==> src/rtl/tmds_video_sequencer_if.sv <==
// Pixel-source handshake between the frame source and the TMDS raster sequencer.
// The source drives valid and data, and the sequencer answers with ready.
interface tmds_video_sequencer_if;
    logic        i_pix_valid;
    logic [23:0] i_pix_rgb;
    logic        o_pix_ready;

    modport master (output i_pix_valid, output i_pix_rgb, input o_pix_ready);
    modport slave  (input i_pix_valid, input i_pix_rgb, output o_pix_ready);
endinterface

==> src/rtl/tmds_video_sequencer.sv <==
// Raster timing for the three TMDS encoder channels: counters, sync, video enable,
// and a never-stalling pixel request toward the source.
module tmds_video_sequencer #(
    parameter int H_ACTIVE = 640,
    parameter int H_FP     = 16,
    parameter int H_SYNC   = 96,
    parameter int H_BP     = 48,
    parameter int V_ACTIVE = 480,
    parameter int V_FP     = 10,
    parameter int V_SYNC   = 2,
    parameter int V_BP     = 33,
    parameter bit HS_POL   = 1'b0,
    parameter bit VS_POL   = 1'b0
) (
    input  logic                         i_clk,
    input  logic                         i_rst_n,
    input  logic                         i_enable,
    input  logic                         i_clr_underflow,
    tmds_video_sequencer_if.slave        pix,
    output logic [11:0]                  o_x,
    output logic [11:0]                  o_y,
    output logic                         o_frame_start,
    output logic                         o_ve,
    output logic [7:0]                   o_red,
    output logic [7:0]                   o_green,
    output logic [7:0]                   o_blue,
    output logic [1:0]                   o_ctrl_b,
    output logic [1:0]                   o_ctrl_g,
    output logic [1:0]                   o_ctrl_r,
    output logic                         o_underflow
);

    localparam int H_TOTAL = H_ACTIVE + H_FP + H_SYNC + H_BP;
    localparam int V_TOTAL = V_ACTIVE + V_FP + V_SYNC + V_BP;

    // Region bounds are 13 bits so a 4096-wide total still compares correctly.
    localparam logic [12:0] H_ACT  = 13'(H_ACTIVE);
    localparam logic [12:0] HS_BEG = 13'(H_ACTIVE + H_FP);
    localparam logic [12:0] HS_END = 13'(H_ACTIVE + H_FP + H_SYNC);
    localparam logic [12:0] V_ACT  = 13'(V_ACTIVE);
    localparam logic [12:0] VS_BEG = 13'(V_ACTIVE + V_FP);
    localparam logic [12:0] VS_END = 13'(V_ACTIVE + V_FP + V_SYNC);
    localparam logic [11:0] H_LAST = 12'(H_TOTAL - 1);
    localparam logic [11:0] V_LAST = 12'(V_TOTAL - 1);

    typedef enum logic [1:0] {
        S_IDLE  = 2'd0,
        S_RUN   = 2'd1,
        S_DRAIN = 2'd2
    } state_t;

    state_t      r_state;
    logic [11:0] r_h;
    logic [11:0] r_v;
    logic [11:0] r_x;
    logic [11:0] r_y;
    logic        r_fs;
    logic        r_ve;
    logic [23:0] r_rgb;
    logic [1:0]  r_ctrl_b;
    logic        r_uf;

    logic [12:0] w_h13;
    logic [12:0] w_v13;
    logic        w_on;
    logic        w_ready;
    logic        w_take;
    logic        w_hs;
    logic        w_vs;
    logic        w_last;

    assign w_h13   = {1'b0, r_h};
    assign w_v13   = {1'b0, r_v};
    assign w_on    = (r_state != S_IDLE);
    assign w_ready = w_on && (w_h13 < H_ACT) && (w_v13 < V_ACT);
    assign w_take  = w_ready && pix.i_pix_valid;
    assign w_hs    = w_on && (w_h13 >= HS_BEG) && (w_h13 < HS_END);
    assign w_vs    = w_on && (w_v13 >= VS_BEG) && (w_v13 < VS_END);
    assign w_last  = (r_h == H_LAST) && (r_v == V_LAST);

    assign pix.o_pix_ready = w_ready;

    always_ff @(posedge i_clk or negedge i_rst_n) begin
        if (!i_rst_n) begin
            r_state  <= S_IDLE;
            r_h      <= '0;
            r_v      <= '0;
            r_x      <= '0;
            r_y      <= '0;
            r_fs     <= 1'b0;
            r_ve     <= 1'b0;
            r_rgb    <= '0;
            r_ctrl_b <= {~VS_POL, ~HS_POL};
            r_uf     <= 1'b0;
        end else begin
            case (r_state)
                S_IDLE: begin
                    r_h <= '0;
                    r_v <= '0;
                    if (i_enable) r_state <= S_RUN;
                end
                S_RUN, S_DRAIN: begin
                    if (r_h == H_LAST) begin
                        r_h <= '0;
                        r_v <= (r_v == V_LAST) ? 12'd0 : r_v + 12'd1;
                    end else begin
                        r_h <= r_h + 12'd1;
                    end
                    // Disabling only takes effect at the frame boundary; the counters
                    // wrap to (0,0) on that same edge, so IDLE starts clean.
                    if (i_enable)    r_state <= S_RUN;
                    else if (w_last) r_state <= S_IDLE;
                    else             r_state <= S_DRAIN;
                end
                default: r_state <= S_IDLE;
            endcase

            r_x      <= r_h;
            r_y      <= r_v;
            r_fs     <= w_on && (r_h == 12'd0) && (r_v == 12'd0);
            r_ve     <= w_ready;
            r_rgb    <= w_take ? pix.i_pix_rgb : 24'd0;
            r_ctrl_b <= {(w_vs ? VS_POL : ~VS_POL), (w_hs ? HS_POL : ~HS_POL)};

            // A fresh miss outranks a clear request in the same cycle.
            if (w_ready && !pix.i_pix_valid) r_uf <= 1'b1;
            else if (i_clr_underflow)        r_uf <= 1'b0;
        end
    end

    assign o_x           = r_x;
    assign o_y           = r_y;
    assign o_frame_start = r_fs;
    assign o_ve          = r_ve;
    assign o_red         = r_rgb[23:16];
    assign o_green       = r_rgb[15:8];
    assign o_blue        = r_rgb[7:0];
    assign o_ctrl_b      = r_ctrl_b;
    assign o_ctrl_g      = 2'b00;
    assign o_ctrl_r      = 2'b00;
    assign o_underflow   = r_uf;

endmodule

==> src/flat_wrapper.sv <==
// flat-port wrapper written by rule: the top's interface ports become plain ports
module tmds_video_sequencer_flat 
#(
    parameter int H_ACTIVE = 640,
    parameter int H_FP     = 16,
    parameter int H_SYNC   = 96,
    parameter int H_BP     = 48,
    parameter int V_ACTIVE = 480,
    parameter int V_FP     = 10,
    parameter int V_SYNC   = 2,
    parameter int V_BP     = 33,
    parameter bit HS_POL   = 1'b0,
    parameter bit VS_POL   = 1'b0
)
  (i_clk, i_rst_n, i_enable, i_clr_underflow, o_x, o_y, o_frame_start, o_ve, o_red, o_green, o_blue, o_ctrl_b, o_ctrl_g, o_ctrl_r, o_underflow, pix_i_pix_valid, pix_i_pix_rgb, pix_o_pix_ready);
  tmds_video_sequencer_if pix_i ();
  input  logic i_clk;
  input  logic i_rst_n;
  input  logic i_enable;
  input  logic i_clr_underflow;
  output logic [11:0] o_x;
  output logic [11:0] o_y;
  output logic o_frame_start;
  output logic o_ve;
  output logic [7:0] o_red;
  output logic [7:0] o_green;
  output logic [7:0] o_blue;
  output logic [1:0] o_ctrl_b;
  output logic [1:0] o_ctrl_g;
  output logic [1:0] o_ctrl_r;
  output logic o_underflow;
  input wire logic [$bits(pix_i.i_pix_valid)-1:0] pix_i_pix_valid;
  input wire logic [$bits(pix_i.i_pix_rgb)-1:0] pix_i_pix_rgb;
  output wire logic [$bits(pix_i.o_pix_ready)-1:0] pix_o_pix_ready;
  assign pix_i.i_pix_valid = pix_i_pix_valid;
  assign pix_i.i_pix_rgb = pix_i_pix_rgb;
  assign pix_o_pix_ready = pix_i.o_pix_ready;
  tmds_video_sequencer #(.H_ACTIVE(H_ACTIVE), .H_FP(H_FP), .H_SYNC(H_SYNC), .H_BP(H_BP), .V_ACTIVE(V_ACTIVE), .V_FP(V_FP), .V_SYNC(V_SYNC), .V_BP(V_BP), .HS_POL(HS_POL), .VS_POL(VS_POL)) u_core (.i_clk(i_clk), .i_rst_n(i_rst_n), .i_enable(i_enable), .i_clr_underflow(i_clr_underflow), .pix(pix_i), .o_x(o_x), .o_y(o_y), .o_frame_start(o_frame_start), .o_ve(o_ve), .o_red(o_red), .o_green(o_green), .o_blue(o_blue), .o_ctrl_b(o_ctrl_b), .o_ctrl_g(o_ctrl_g), .o_ctrl_r(o_ctrl_r), .o_underflow(o_underflow));
endmodule
==> config.mk <==
export PLATFORM = sky130hd
export DESIGN_NAME = tmds_video_sequencer_flat
export DESIGN_NICKNAME = d
export VERILOG_FILES = /design/src/rtl/tmds_video_sequencer_if.sv /design/src/rtl/tmds_video_sequencer.sv /design/src/flat_wrapper.sv
export SDC_FILE = /design/constraint.sdc
export NUM_CORES = 1
export LEC_CHECK = 0
export CORE_MARGIN = 2
export CORE_UTILIZATION = 45
export DETAILED_ROUTE_END_ITERATION = 6
export PLACE_DENSITY = 0.85
export SYNTH_ARGS = -nofsm -noshare
export SYNTH_HDL_FRONTEND = slang
export SYNTH_SLANG_ARGS = --single-unit
==> constraint.sdc <==
create_clock -name i_clk -period 3.3 [get_ports i_clk]
set_input_delay 0.66 -clock i_clk [delete_from_list [all_inputs] [get_ports i_clk]]
set_output_delay 0.66 -clock i_clk [all_outputs]
set_load 0.03 [all_outputs]
After elaboration in Yosys (flattened, before gate mapping):

Index checks and enable logic that the tools add are counted.

* logic and storage cells: 58
* register bits: 79
* output and inout port bits: 58

* equality and inequality tests: 6
* muxes and demuxes: 14
* add/sub/neg operators: 2
* reduce and logical (&&, ||, !) cells: 20
* order comparisons: 6

Operator list (count)
* $pmux W12 S2: 2
* $mux W12: 3
* $add A12 B1 Y12 const B: 2
* $eq A12 B10 Y1 const B: 2
* $logic_not A12 Y1: 2
* $lt A12 B10 Y1 const B: 2
* $lt A12 B9 Y1 const B: 2
* $mux W24: 1
* $ge A12 B10 Y1 const B: 1
* $ge A12 B9 Y1 const B: 1
* $logic_and A1 B1 Y1: 11
* $mux W2: 3
* $reduce_bool A2 Y1: 3
* $mux W1: 4
* $pmux W2 S2: 1
* $eq A2 B1 Y1 const B: 1
* $eq A2 B2 Y1 const B: 1
* $logic_not A2 Y1: 1
* $ne A2 B1 Y1 const B: 1
* $ne A2 B2 Y1 const B: 1
* $reduce_and A2 Y1: 1
* $reduce_or A2 Y1: 1
* $logic_not A1 Y1: 1

Depth between registers and ports, before layout:

* word-level depth: 5
* gate-level depth with buffers: 8
* mapped depth without buffers: 6

Worst setup path before layout:

OpenSTA, ideal clock, no wires.

* path kind: reg-to-output
* from: register u_core.r_state[0]
* to: output port pix_o_pix_ready
* stages on the path, launching flop included: 6
* path slack: 1.065 ns
* arrival time: 1.575 ns
* path through: dfrtp_1 -> inv_1 -> ha_1 -> a2111oi_0 -> nand3_1 -> inv_1

* word-level cells in the longest chain between the ends: 3

Ends and longest elaborated chain
* start, declared: line tmds_video_sequencer.sv:52 `state_t r_state;`
* start signal, assigned: line tmds_video_sequencer.sv:85 `r_state <= S_IDLE;`
* start signal, assigned: line tmds_video_sequencer.sv:100 `if (i_enable) r_state <= S_RUN;`
* start signal, assigned: line tmds_video_sequencer.sv:111 `if (i_enable) r_state <= S_RUN;`
* $reduce_bool A2 Y1: line tmds_video_sequencer.sv:74 `assign w_on = (r_state != S_IDLE);`
* $logic_and A1 B1 Y1 (2 in series): line tmds_video_sequencer.sv:75 `assign w_ready = w_on && (w_h13 < H_ACT) && (w_v13 < V_ACT);`
* end, declared: line flat_wrapper.sv:34 `output wire logic [$bits(pix_i.o_pix_ready)-1:0] pix_o_pix_ready;`

Every way passes these cells.

Final worst setup path:

Same ends and word-level chain as after synthesis.

==> reports/summary.txt <==
status - finished, final reports clean
vias in the first global route - 2200
switching component of the power - 1.005 mW
Period minus WS final - 3.173 ns
Max Buffers Root-to-Sink - 2
number of remaining DRC errors - 0
Clk pwr share - 24.2%
switch share - 35.63%
asr flop ratio synth - 100.0%
final net count - 392
remaining global-route overflow - 0
sequential share of power - 40.2%
number of diodes - 0
Distinct cells, synth - 51
synth-to-layout area growth - 32.17%
pwr/cell area - 662.0 mW/mm2
Port Buffer Count - 82
Vias - 2381
class of the worst hold path - input pin to async pin
Tot GR Track Use - 17.83%
highest net fanout along the worst path - 7
CP Launch Type - flop
EDFF count, synth - 0
Util after Layout - 62.04%
RSZ-0062 raised after global routing - no
H-tree depth - 3
antenna-violating nets left - 0
dpl hpwl - 4.650 mm
mean post-synth cell area - 11.64 um2
Filler cells - 521
critical path endpoint category - output pin
Root Buffer - clkbuf_8
die width - 88.65 um
Die H - 88.65 um
CTS tree - done
synth warn - 0
Initial Utilization - 46.94%
Post-Syn Area - 0.003224 mm2
Num Clock Sinks - 79
Final Skew - 0.005969 ns
Fin Setup TNS - 0 ns
core area - 0.006869 mm2
clock slew at reported path FFs - 0.08 ns
Final Cycle Share - 96.16%
DR WL/cell - 14.58 um
post-CTS sizing - 0
pin count of the biggest net entering global routing - 80
total CTS buffers - 9
Fin. Hold Viols - 0
Post-Syn Instances - 277
Pleak - 1.869 nW
Max stage delay on crit path - 0.68 ns
layout cell share with drive strength beyond 1 - 7.479%
top_reg_cell synth - dfrtp_1
fmax - 315.1 MHz
die footprint - 0.007858 mm2
register area share after synthesis - 61.39%
IO Pins - 87
CP Launch Point - u_core.r_state[0]
hold-fix buffers at CTS - 0
clock latency on the worst-skew pair - 0.34 ns
global-route wire length before repair - 10.81 mm
Worst R2R Start - u_core.r_state[1]
Max Cap Viol - 0
combinational fraction of design power - 35.6%
Max Transition Viols Final - 0
Avg Vias per Cell - 5.210
Slew headroom - 37.08%
Critical Path Most Common Cell - inv_1
Crit-path slowest cell - clkdlybuf4s50_1
antenna violations before repair - 0
RePlAce Congestion - 0.8670
Slew @ Worst Pin - 0.9438 ns
Total Power - 2.821 mW
Iteration-0 DRC Markers - 152
Peak VDD IR - 275.7 uV
Crit path required time - 2.64 ns
postcts setup bufs - 0
Worst Path Class, Setup - flop to output pin
Critical Path, Cell by Cell - inv_1 > ha_1 > a2111oi_0 > buf_4 > nand3_1 > inv_1 > clkdlybuf4s50_1
Pint - 1.816 mW
Post-Route WL - 6.662 mm
# rows - 30
WP data arrival - 2.51 ns
FF+latch count, synth - 79
# setup viols final - 0
Initial DRT Pass Iterations - 5
per-layer routing:
| metal | wire, um | track usage, % | vias up | share of wire (%) |
|---|---|---|---|---|
| li1 | - | - | 1116 | - |
| met1 | 2813 | 22.81 | 1134 | 42 |
| met2 | 3121 | 27.61 | 118 | 47 |
| met3 | 587 | 5.597 | 13 | 8.8 |
| met4 | 140 | 8.540 | 0 | 2.1 |
| met5 | 0 | 0 | - | 0 |
registers in the layout, summed over array words and instances (netlist names):
name / cells
u_core.o_underflow: 1
u_core.o_frame_start: 1
u_core.r_state: 2
u_core.r_v: 12
u_core.o_x: 12
u_core.o_ctrl_b: 2
u_core.r_rgb: 24
u_core.o_ve: 1
u_core.r_h: 12
u_core.o_y: 12
logic make-up (layout without fill, tap and decap cells):
family          count (synthesis)  in the layout  synth area share [%]
xor+xnor                        9              9                 2.445
mux                             1              1                0.3105
buf+inv                        31            112                 5.200
simple gates                  113            113                 20.30
fa+ha+maj                       6              6                 2.328
compound gates                 37             37                 7.917
flops                          79             79                 61.39
other cells                     1              4                0.1163
power groups by stage:
stage	clock (mW)	sequential, mW	combinational, mW
6_report	0.683	1.13	1.00
5_1_grt	0.737	1.15	1.10
4_1_cts	0.693	1.14	1.01
2_1_floorplan	0	1.33	0.485
3_3_place_gp	0	1.15	0.987
3_5_place_dp	0	1.15	1.01
cells in the mapped netlist (4+ instances only):
master | number | share of area (%)
inv_1 | 12 | 1.4
dfrtp_1 | 77 | 60
a31oi_1 | 6 | 1.2
nor3_1 | 7 | 1.1
nand2_1 | 18 | 2.1
xor2_1 | 4 | 1.1
and4_1 | 7 | 1.9
nand3_1 | 10 | 1.6
nor2_1 | 13 | 1.5
buf_4 | 11 | 2.6
o21ai_0 | 9 | 1.4
nand4_1 | 10 | 1.9
xnor2_1 | 5 | 1.4
clkbuf_1 | 5 | 0.58
and2_1 | 26 | 5.0
ha_1 | 6 | 2.3
stage by stage:
step | std cells | setup WS [ns] | hold WS (ns) | area, um2
2_1_floorplan | 280 | 1.065 | 0.3487 | 3236
3_3_place_gp | 442 | 0.5087 | 0.4057 | 4074
3_5_place_dp | 442 | 0.4885 | 0.4396 | 4074
4_1_cts | 457 | 0.1007 | 0.4656 | 4262
5_1_grt | 457 | 0.01230 | 0.4694 | 4262
6_report | 457 | 0.1267 | 0.4471 | 4262
critical path: cells and delay by family, from the launching register on:
kind	cells	cell delay [ns]
simple gates	1	0.09
compound gates	1	0.41
fa+ha+maj	1	0.27
buf+inv	4	1.03
flops	1	0.37
worst paths after layout:
kind	to	slack [ns]	cells past startpoint
setup / recovery	pix_o_pix_ready	0.13	7
hold / removal	u_core.o_ve	0.45	1
setup reg to reg	u_core.r_v[7]	0.87	6
hold reg to reg	u_core.o_x[11]	0.47	0
max in group asynchronous	u_core.o_x[2]	2.24	1
min in group i_clk	u_core.o_x[11]	0.47	0
cells in the final DEF (no fill, tap or decap), types with 9 or more instances in the layout:
cell type	Yosys	final
and2_1	26	26
clkbuf_8	0	9
clkdlybuf4s50_1	0	81
dfrtp_1	77	77
inv_1	12	12
nand2_1	18	18
nand3_1	10	10
nand4_1	10	10
nor2_1	13	13
o21ai_0	9	9
area by class of cell:
type / count / area (um2) / share of cell area (%)
multi-input combinational: 170 / 1089 / 25.54
inverter: 12 / 45.04 / 1.057
clock inverter: 5 / 60.06 / 1.409
clock buffer: 10 / 127.6 / 2.995
timing repair buffer: 85 / 840.8 / 19.73
sequential: 79 / 1979 / 46.45
tap: 96 / 120.1 / 2.819
(Power assumes the default switching activity.)
==> RTL edit (same settings) <==
Reset style: synchronous (`i_rst_n`), changed in one clocked block.
--- a/src/rtl/tmds_video_sequencer.sv
+++ b/src/rtl/tmds_video_sequencer.sv
@@ -82,3 +82,3 @@
 
-    always_ff @(posedge i_clk or negedge i_rst_n) begin
+    always_ff @(posedge i_clk) begin
         if (!i_rst_n) begin
Check against the original RTL: differs if i_rst_n is asserted again (counterexample within 4 cycles, from zero or initial values and one cycle with i_rst_n low); with i_rst_n held inactive, the same outputs for 10 cycles.
==> RTL edit against the original RTL <==
- sequential cell count did not move
- first-iteration DRC count rose by 18%
- area after synthesis fell by 8.0%
- final area fell by 5.4%
- cell count rose by 1.5%
- wire length fell by 0.86%
- worst setup slack improved by 150 ps
- highest routed layer unchanged
Power is not compared: it rests on default switching activity, and its combinational part moved more than twofold at a synthesized area within 25%.
==> RTL edit: results (changes against the original RTL) <==
register area share after synthesis 53.3% (-8.1 points); Detailed Place HPWL 4.78 mm (+2.9%); grt met2 use 30.1% (+2.5 points); slew margin rel. 60.0% (+23 points); M1 GR Usage 22.4% (-0.40 points); async set-reset flop share out of synthesis 0% (-100 points); first-pass GRT wire length 10.4 mm (-3.6%); ratio of cells with drive above 1 in the final layout 6.20% (-1.3 points); vias in the first global route 2,234 (+1.5%); WL per Instance 14.2 um (-2.4%); CP Max Fanout 8 (+1); status finished, final reports clean; Synth area leaders dfxtp_1 (53%), and2_1 (10%), nor2_1 (2.8%), ha_1 (2.5%), nor2b_1 (1.9%); met1 wire length 2.90 mm (+3.0%); synth cell count leaders dfxtp_1 (79), and2_1 (49), nor2_1 (22); metal3 WL 490 um (-17%); met3 usage 5.35% (-0.25 points); Layout Skew 6.42 ps (+0.449 ps); WL met2 3.14 mm (+0.70%); Total Routing Usage GR 18.4% (+0.58 points); Final GP Congestion 0.865 (-0.23%); violation count after the first detailed-route iteration 180 (+18%); Post-Place Setup Slack 647 ps (+158 ps); critical path arrival 2360 ps (-150 ps); synth unique cells 52 (+2.0%)
RTL edit: changes by cell type in the layout (fill, tap and decap cells not counted), sizes merged, moves of 6 or more:
cell	unedited run	this run
nand2	18	12
dfxtp	0	79
nor2b	2	9
and4	7	1
dfrtp	77	0
nor2	13	22
nand4	10	4
and2	26	49
RTL edit: kinds of logic after synthesis:
logic type | count (synthesis) | share of synthesized area (%)
AO/OA/AOI/OAI | 41 | 9.87
XOR/XNOR | 8 | 2.36
adder cells (fa/ha/maj) | 6 | 2.53
buffers and inverters | 27 | 3.96
flip-flops | 79 | 53.3
other | 1 | 0.126
AND/OR/NAND/NOR | 140 | 27.9
RTL edit: through the flow:
| stage | hold slack, ps | total power [uW] | cell area, um^2 | util, % | instances |
|---|---|---|---|---|---|
| floorplan | 416 | 1090 | 2980 | - | 305 |
| global placement | 468 | 1160 | 3830 | 60.4 | 449 |
| detailed placement | 461 | 1160 | 3830 | 60.4 | 449 |
| CTS | 482 | 1860 | 4030 | 63.5 | 464 |
| global route | 520 | 1920 | 4030 | 63.5 | 464 |
| finish | 482 | 1860 | 4030 | 63.5 | 464 |
RTL edit: cell type report:
| cell class | instances | area share [%] |
|---|---|---|
| Sequential cell | 79 | 39.2 |
| Multi-Input combinational cell | 199 | 31.8 |
| Timing Repair Buffer | 85 | 20.9 |
| Clock buffer | 10 | 3.41 |
| Tap cell | 77 | 2.39 |
| Clock inverter | 5 | 1.46 |
| Inverter | 9 | 0.838 |
RTL edit: path summary, 6_finish.rpt:
kind	slack [ps]	from	depth (start not counted)	end
max	280	u_core.r_state[0]	5	pix_o_pix_ready
min	480	u_core.r_v[11]	1	u_core.r_v[11]
max reg2reg	830	u_core.r_h[5]	5	u_core.r_v[2]
min reg2reg	480	u_core.r_v[11]	1	u_core.r_v[11]
